$ cat config.mk
export PLATFORM = sky130hd
export DESIGN_NAME = gpio_in_conditioner_flat
export DESIGN_NICKNAME = d
export VERILOG_FILES = /design/src/rtl/gpio_in_cond_pkg.sv /design/src/rtl/gpio_in_conditioner_if.sv /design/src/rtl/gpio_debounce_bit.sv /design/src/rtl/gpio_in_conditioner.sv /design/src/flat_wrapper.sv
export SDC_FILE = /design/constraint.sdc
export NUM_CORES = 2
export LEC_CHECK = 0
export ABC_AREA = 1
export CAP_MARGIN = 10
export CORE_MARGIN = 4
export CORE_UTILIZATION = 50
export DETAILED_ROUTE_END_ITERATION = 8
export PLACE_DENSITY = 0.73
export SLEW_MARGIN = 20
export SYNTH_ARGS = -nofsm -noshare
export SYNTH_HDL_FRONTEND = slang
export SYNTH_HIERARCHICAL = 1
export SYNTH_SLANG_ARGS = --single-unit
$ cat constraint.sdc
create_clock -name clk -period 5.38 [get_ports clk]
set_input_delay 1.076 -clock clk [delete_from_list [all_inputs] [get_ports clk]]
set_output_delay 1.076 -clock clk [all_outputs]
set_load 0.005 [all_outputs]
$ cat src/rtl/gpio_in_cond_pkg.sv
// Shared defaults and vector types for the GPIO input conditioning slice.
// Optional glitch counter is enabled by defining GPIO_IN_COND_GLITCH_CNT_EN.
package gpio_in_cond_pkg;

  localparam int unsigned DEF_WIDTH       = 32;
  localparam int unsigned DEF_SYNC_STAGES = 2;
  localparam int unsigned DEF_DEBOUNCE_W  = 16;

  typedef logic [DEF_DEBOUNCE_W-1:0] dbnc_cnt_t;
  typedef logic [DEF_WIDTH-1:0]      gpio_vec_t;

endpackage

$ cat src/rtl/gpio_in_conditioner_if.sv
// Pin/config/output bundle between the conditioner and its surroundings.
// glitch_cnt_o exists only when GPIO_IN_COND_GLITCH_CNT_EN is defined.
import gpio_in_cond_pkg::*;

interface gpio_in_conditioner_if #(
  parameter int unsigned WIDTH      = DEF_WIDTH,
  parameter int unsigned DEBOUNCE_W = DEF_DEBOUNCE_W
);
  logic [WIDTH-1:0]      pins_i;
  logic [DEBOUNCE_W-1:0] cfg_thresh_i;
  logic [WIDTH-1:0]      pio_o;
  logic [WIDTH-1:0]      rise_o;
  logic [WIDTH-1:0]      fall_o;
`ifdef GPIO_IN_COND_GLITCH_CNT_EN
  logic [31:0]           glitch_cnt_o;

  modport slave  (input pins_i, cfg_thresh_i, output pio_o, rise_o, fall_o, glitch_cnt_o);
  modport master (output pins_i, cfg_thresh_i, input pio_o, rise_o, fall_o, glitch_cnt_o);
`else
  modport slave  (input pins_i, cfg_thresh_i, output pio_o, rise_o, fall_o);
  modport master (output pins_i, cfg_thresh_i, input pio_o, rise_o, fall_o);
`endif

endinterface

$ cat src/rtl/gpio_debounce_bit.sv
// One GPIO bit: flop synchroniser, threshold debounce counter and edge pulses.
// glitch_o port is present only when GPIO_IN_COND_GLITCH_CNT_EN is defined.
import gpio_in_cond_pkg::*;

module gpio_debounce_bit #(
  parameter int unsigned SYNC_STAGES = DEF_SYNC_STAGES,
  parameter int unsigned DEBOUNCE_W  = DEF_DEBOUNCE_W
) (
  input  logic                  clk,
  input  logic                  reset_n,
  input  logic                  pin_i,
  input  logic [DEBOUNCE_W-1:0] thresh_i,
  output logic                  pio_o,
  output logic                  rise_o,
`ifdef GPIO_IN_COND_GLITCH_CNT_EN
  output logic                  fall_o,
  output logic                  glitch_o
`else
  output logic                  fall_o
`endif
);

  logic [SYNC_STAGES-1:0] sync_q, sync_d;
  logic [DEBOUNCE_W-1:0]  cnt_q, cnt_d;
  logic                   pio_q, pio_d;
  logic                   rise_q, rise_d;
  logic                   fall_q, fall_d;
  logic                   s, differ, commit;
  logic [DEBOUNCE_W:0]    cnt_inc;

  always_comb begin
    sync_d  = {sync_q[SYNC_STAGES-2:0], pin_i};
    s       = sync_q[SYNC_STAGES-1];
    differ  = s ^ pio_q;
    // Extra MSB keeps cnt+1 exact so the threshold compare cannot wrap.
    cnt_inc = {1'b0, cnt_q} + {{DEBOUNCE_W{1'b0}}, 1'b1};
    commit  = differ && ((thresh_i == '0) || (cnt_inc >= {1'b0, thresh_i}));
    pio_d   = commit ? s : pio_q;
    cnt_d   = (differ && !commit) ? cnt_inc[DEBOUNCE_W-1:0] : '0;
    rise_d  = commit & s;
    fall_d  = commit & ~s;
  end

  always_ff @(posedge clk) begin
    if (!reset_n) begin
      sync_q <= '0;
      cnt_q  <= '0;
      pio_q  <= 1'b0;
      rise_q <= 1'b0;
      fall_q <= 1'b0;
    end else begin
      sync_q <= sync_d;
      cnt_q  <= cnt_d;
      pio_q  <= pio_d;
      rise_q <= rise_d;
      fall_q <= fall_d;
    end
  end

  assign pio_o  = pio_q;
  assign rise_o = rise_q;
  assign fall_o = fall_q;

`ifdef GPIO_IN_COND_GLITCH_CNT_EN
  // A pending count abandoned because the level returned is a rejected glitch.
  assign glitch_o = !differ && (cnt_q != '0);
`endif

endmodule

$ cat src/rtl/gpio_in_conditioner.sv
// Per-bit synchronise + debounce of raw GPIO pins feeding the GPIO slave pio_i.
// Define GPIO_IN_COND_GLITCH_CNT_EN to add the saturating glitch_cnt_o counter.
import gpio_in_cond_pkg::*;

module gpio_in_conditioner #(
  parameter int unsigned WIDTH       = DEF_WIDTH,
  parameter int unsigned SYNC_STAGES = DEF_SYNC_STAGES,
  parameter int unsigned DEBOUNCE_W  = DEF_DEBOUNCE_W
) (
  input  logic                  clk,
  input  logic                  reset_n,
  gpio_in_conditioner_if.slave  bus
);

  logic [WIDTH-1:0] pio_vec, rise_vec, fall_vec;
`ifdef GPIO_IN_COND_GLITCH_CNT_EN
  logic [WIDTH-1:0] glitch_vec;
`endif

  for (genvar i = 0; i < WIDTH; i++) begin : g_bit
    gpio_debounce_bit #(
      .SYNC_STAGES (SYNC_STAGES),
      .DEBOUNCE_W  (DEBOUNCE_W)
    ) u_bit (
      .clk      (clk),
      .reset_n  (reset_n),
      .pin_i    (bus.pins_i[i]),
      .thresh_i (bus.cfg_thresh_i),
      .pio_o    (pio_vec[i]),
      .rise_o   (rise_vec[i]),
`ifdef GPIO_IN_COND_GLITCH_CNT_EN
      .fall_o   (fall_vec[i]),
      .glitch_o (glitch_vec[i])
`else
      .fall_o   (fall_vec[i])
`endif
    );
  end

  assign bus.pio_o  = pio_vec;
  assign bus.rise_o = rise_vec;
  assign bus.fall_o = fall_vec;

`ifdef GPIO_IN_COND_GLITCH_CNT_EN
  logic [31:0] glitch_cnt_q, glitch_cnt_d;

  always_comb begin
    glitch_cnt_d = glitch_cnt_q;
    if ((|glitch_vec) && (glitch_cnt_q != '1)) begin
      glitch_cnt_d = glitch_cnt_q + 32'd1;
    end
  end

  always_ff @(posedge clk) begin
    if (!reset_n) begin
      glitch_cnt_q <= '0;
    end else begin
      glitch_cnt_q <= glitch_cnt_d;
    end
  end

  assign bus.glitch_cnt_o = glitch_cnt_q;
`endif

endmodule

$ cat src/flat_wrapper.sv
// flat-port wrapper written by rule: the top's interface ports become plain ports
module gpio_in_conditioner_flat 
#(
  parameter int unsigned WIDTH       = DEF_WIDTH,
  parameter int unsigned SYNC_STAGES = DEF_SYNC_STAGES,
  parameter int unsigned DEBOUNCE_W  = DEF_DEBOUNCE_W
)
  (clk, reset_n, bus_pins_i, bus_cfg_thresh_i, bus_pio_o, bus_rise_o, bus_fall_o);
  gpio_in_conditioner_if #(.WIDTH(WIDTH), .DEBOUNCE_W(DEBOUNCE_W)) bus_i ();
  input  logic clk;
  input  logic reset_n;
  input wire logic [$bits(bus_i.pins_i)-1:0] bus_pins_i;
  input wire logic [$bits(bus_i.cfg_thresh_i)-1:0] bus_cfg_thresh_i;
  output wire logic [$bits(bus_i.pio_o)-1:0] bus_pio_o;
  output wire logic [$bits(bus_i.rise_o)-1:0] bus_rise_o;
  output wire logic [$bits(bus_i.fall_o)-1:0] bus_fall_o;
  assign bus_i.pins_i = bus_pins_i;
  assign bus_i.cfg_thresh_i = bus_cfg_thresh_i;
  assign bus_pio_o = bus_i.pio_o;
  assign bus_rise_o = bus_i.rise_o;
  assign bus_fall_o = bus_i.fall_o;
  gpio_in_conditioner #(.WIDTH(WIDTH), .SYNC_STAGES(SYNC_STAGES), .DEBOUNCE_W(DEBOUNCE_W)) u_core (.clk(clk), .reset_n(reset_n), .bus(bus_i));
endmodule
==> impl_metrics.toml <==
[layout]
diodes = 0
final_area_mm2 = 0.05438
nFillCells = 9156
stdcell_count = 8759
drive_gt1_share_pct = 10.93
nets = 8011
finish.utilization_pct = 56.23
synthToLayoutAreaGrowth_pct = 11.64

[clocking]
clock_latency_ns = 0.64
hold_buffers = 0
cts_tree = "built"
cts.repair.resized = 0
postCtsSetupRepairBufs = 0
cts_buffer_depth = 3
clkTransAtPathRegs_ns = 0.06
root_buffer = "clkbuf_16"
cts_sinks = 672
htreeDepth = 3
cts_buffers = 81

[logic_synthesis]
synth_enable_flop_cells = 0
syn_area_per_cell_um2 = 6.768
ys_types = 35
yosysSeqAreaShare_pct = 27.62
synthesis.area_mm2 = 0.04871
yosys.area.top_type_share_pct = 27.62
ys_ff_latch = 672
synth.most_common_cell = "inv_1"
synth_warnings = 6
synth.area.top_cells = "dfxtp_1 28%, ha_1 14%, inv_1 14%"
ys.flop_type = "dfxtp_1"
synth_top_cell_by_area = "dfxtp_1"
async_flop_share_pct = 0
syn_nets = 7792
synth_common_cells = "1793 x inv_1, 1705 x nand2_1, 686 x nor2_1, 672 x dfxtp_1, 544 x ha_1"
synth_cells = 7198

[route]
drtPass1Iterations = 6
routed_via_density = 4.801
wl_met2_um = 52600
drt-met1-wl_um = 52900
wl_um = 114500
wl_per_cell_um = 13.07
drt_iter0_drc = 2286
drcViolationCount = 0
drt.antenna.violating_nets = 0
top_layer_used = "met4"
wl_met3_um = 5419
routed-via-count = 42050

[power_and_ir_drop]
switching_share_pct = 23.72
pwr-share-seq_pct = 42.9
p_switching_mw = 2.780
powerDensity_mw_per_mm2 = 215.6
power.internal_mw = 8.942
power_mw = 11.72
combPwrFrac_pct = 6.6
clockPowerShare_pct = 50.5
leakage_nw = 30.25
ir_drop_uv = 222.7

[critical_path]
crit_slowest_cell = "buf_2"
startpoint = "bus_cfg_thresh_i[4]"
cp.arrival_ns = 3.95
path_class = "input pin to flip-flop"
r2r_setup_slack_ns = 2.06
critPathLaunchType = "input pin"
cp-end-kind = "flip-flop"
cp-endpoint = "u_core/g_bit[30].u_bit/cnt_q[15]$_SDFF_PN0_"
critical_path.cell_chain = "buf_2 > buf_4 > inv_1 > ha_1 > nand2_1 > inv_1 > nand2_1 > nand2_1 > a21oi_1 > nand2_1 > nand2_1 > nand2_1 > nand2_1 > nand4_4 > nor2_1"
r2r_start = "u_core/g_bit[30].u_bit/cnt_q[0]$_SDFF_PN0_"
crit_required_ns = 5.94
critPathMaxStageDelay_ns = 0.87
worstPathMaxFanout = 27
cp_common_cell = "nand2_1"
r2r_cells = 21
reg2reg_to = "u_core/g_bit[30].u_bit/cnt_q[15]$_SDFF_PN0_"

[timing]
slew_violations = 0
rsz0062_at_grt = "no"
hold_viol_final = 0
worstMarginPinSlew_ns = 1.187
setup_viol = 0
fin_tns_setup_ns = 0
maxSlewHeadroom_pct = 20.89
period_needed_ns = 3.394
post-route-period-util_pct = 63.09
whs_ns = 0.4092
clock_skew_ns = 0.01948
timing.final.ws_setup_ns = 1.986
fmax_mhz = 294.6

[global_route]
antenna_found_initial = 0
grt_pass1_vias = 40570
overflow = 0
grt_pass1_wl_um = 190200
grt_max_degree = 77
grt_usage_pct = 22.10

[outcome]
status = "complete, no violations"

[placed_design]
dpl.cell_count = 8610
gp_congestion = 0.8849
dp_hpwl_um = 82550
place_ws_ns = 1.362
io_buffers = 145
place_area_mm2 = 0.05148

[floorplan]
core_mm2 = 0.09671
io_pins = 146
die_area_mm2 = 0.1025
rows = 114
die_h_um = 320.1
start_util_pct = 50.37
fp.dieW_um = 320.1

[job]
drv_cap = 0

[worst_hold_path]
min_path_type = "flip-flop to flip-flop"
-- registers in the layout, summed over array words and instances, names as in the netlist --
register and flops:
u_core/g_bit.u_bit/rise_o 32, u_core/g_bit.u_bit/sync_q 64, u_core/g_bit.u_bit/fall_o 32, u_core/g_bit.u_bit/pio_o 32, u_core/g_bit.u_bit/cnt_q 512
-- routing by layer --
layer  track usage (%)  up-vias
met5                 0        -
met4             7.725        0
met3             3.294      213
met2             37.88      752
met1             28.34    18960
li1                  -    22130
-- cell usage in the layout, fill, tap and decap left out, types with 12 or more instances in the layout --
cell,instances
inv_1,1793
nand2_1,1705
nor2_1,686
dfxtp_1,672
ha_1,544
xor2_1,297
nor2_2,296
nand3_1,264
a21oi_1,180
nand4_1,161
clkdlybuf4s50_1,128
inv_2,86
clkbuf_16,85
nor2_4,75
nor3_1,65
nand3_2,62
o21ai_0,41
nor4_1,32
nand4_4,32
o21bai_1,23
xnor2_1,23
nand2_2,23
buf_4,22
or2_2,20
clkbuf_1,19
and3_2,19
clkbuf_8,14
and3_1,14
bufinv_16,13
buf_2,13
nor3_2,12
-- how the worst min path moves through the flow --
stage,startpoint,cells past startpoint,end
2_1_floorplan,u_core/g_bit[0].u_bit/sync_q[0]$_SDFF_PN0_,2,u_core/g_bit[0].u_bit/sync_q[1]$_SDFF_PN0_
3_3_place_gp,u_core/g_bit[11].u_bit/sync_q[0]$_SDFF_PN0_,2,u_core/g_bit[11].u_bit/sync_q[1]$_SDFF_PN0_
3_5_place_dp,u_core/g_bit[13].u_bit/sync_q[0]$_SDFF_PN0_,2,u_core/g_bit[13].u_bit/sync_q[1]$_SDFF_PN0_
4_1_cts,u_core/g_bit[13].u_bit/sync_q[0]$_SDFF_PN0_,2,u_core/g_bit[13].u_bit/sync_q[1]$_SDFF_PN0_
5_1_grt,u_core/g_bit[14].u_bit/sync_q[0]$_SDFF_PN0_,2,u_core/g_bit[14].u_bit/sync_q[1]$_SDFF_PN0_
6_report,u_core/g_bit[13].u_bit/sync_q[0]$_SDFF_PN0_,2,u_core/g_bit[13].u_bit/sync_q[1]$_SDFF_PN0_
-- cell families after synthesis --
kind of cell | count (synthesis) | share of synthesized area, %
flops | 672 | 27.62
simple gates | 3481 | 34.10
xor+xnor | 331 | 6.121
buf+inv | 1911 | 15.37
compound gates | 259 | 2.823
fa+ha+maj | 544 | 13.97
-- layout make-up --
class / instances / area, µm² / area share [%]
well taps: 1276 / 1597 / 2.936
clock buffers: 118 / 2391 / 4.397
multi-input cells: 4615 / 27770 / 51.07
flip-flops and latches: 672 / 13450 / 24.74
clock inverters: 31 / 509.2 / 0.9364
inverters: 1879 / 7053 / 12.97
repair buffers: 168 / 1607 / 2.954
-- power by group through the flow --
stage	sequential (mW)	clock (mW)	combinational [mW]
final	5.03	5.92	0.771
after global routing	5.03	6.31	0.874
after CTS	5.03	6.12	0.771
after detailed placement	5.14	0	0.766
after global placement	5.14	0	0.742
after floorplan	5.13	0	0.451
-- critical path, delay by kind of cell --
kind,cells,cell delay [ns]
AND/OR/NAND/NOR,9,1.05
AO/OA/AOI/OAI,1,0.13
buffers and inverters,4,1.34
adder cells (fa/ha/maj),1,0.32
Power figures use the tool's default switching activity.
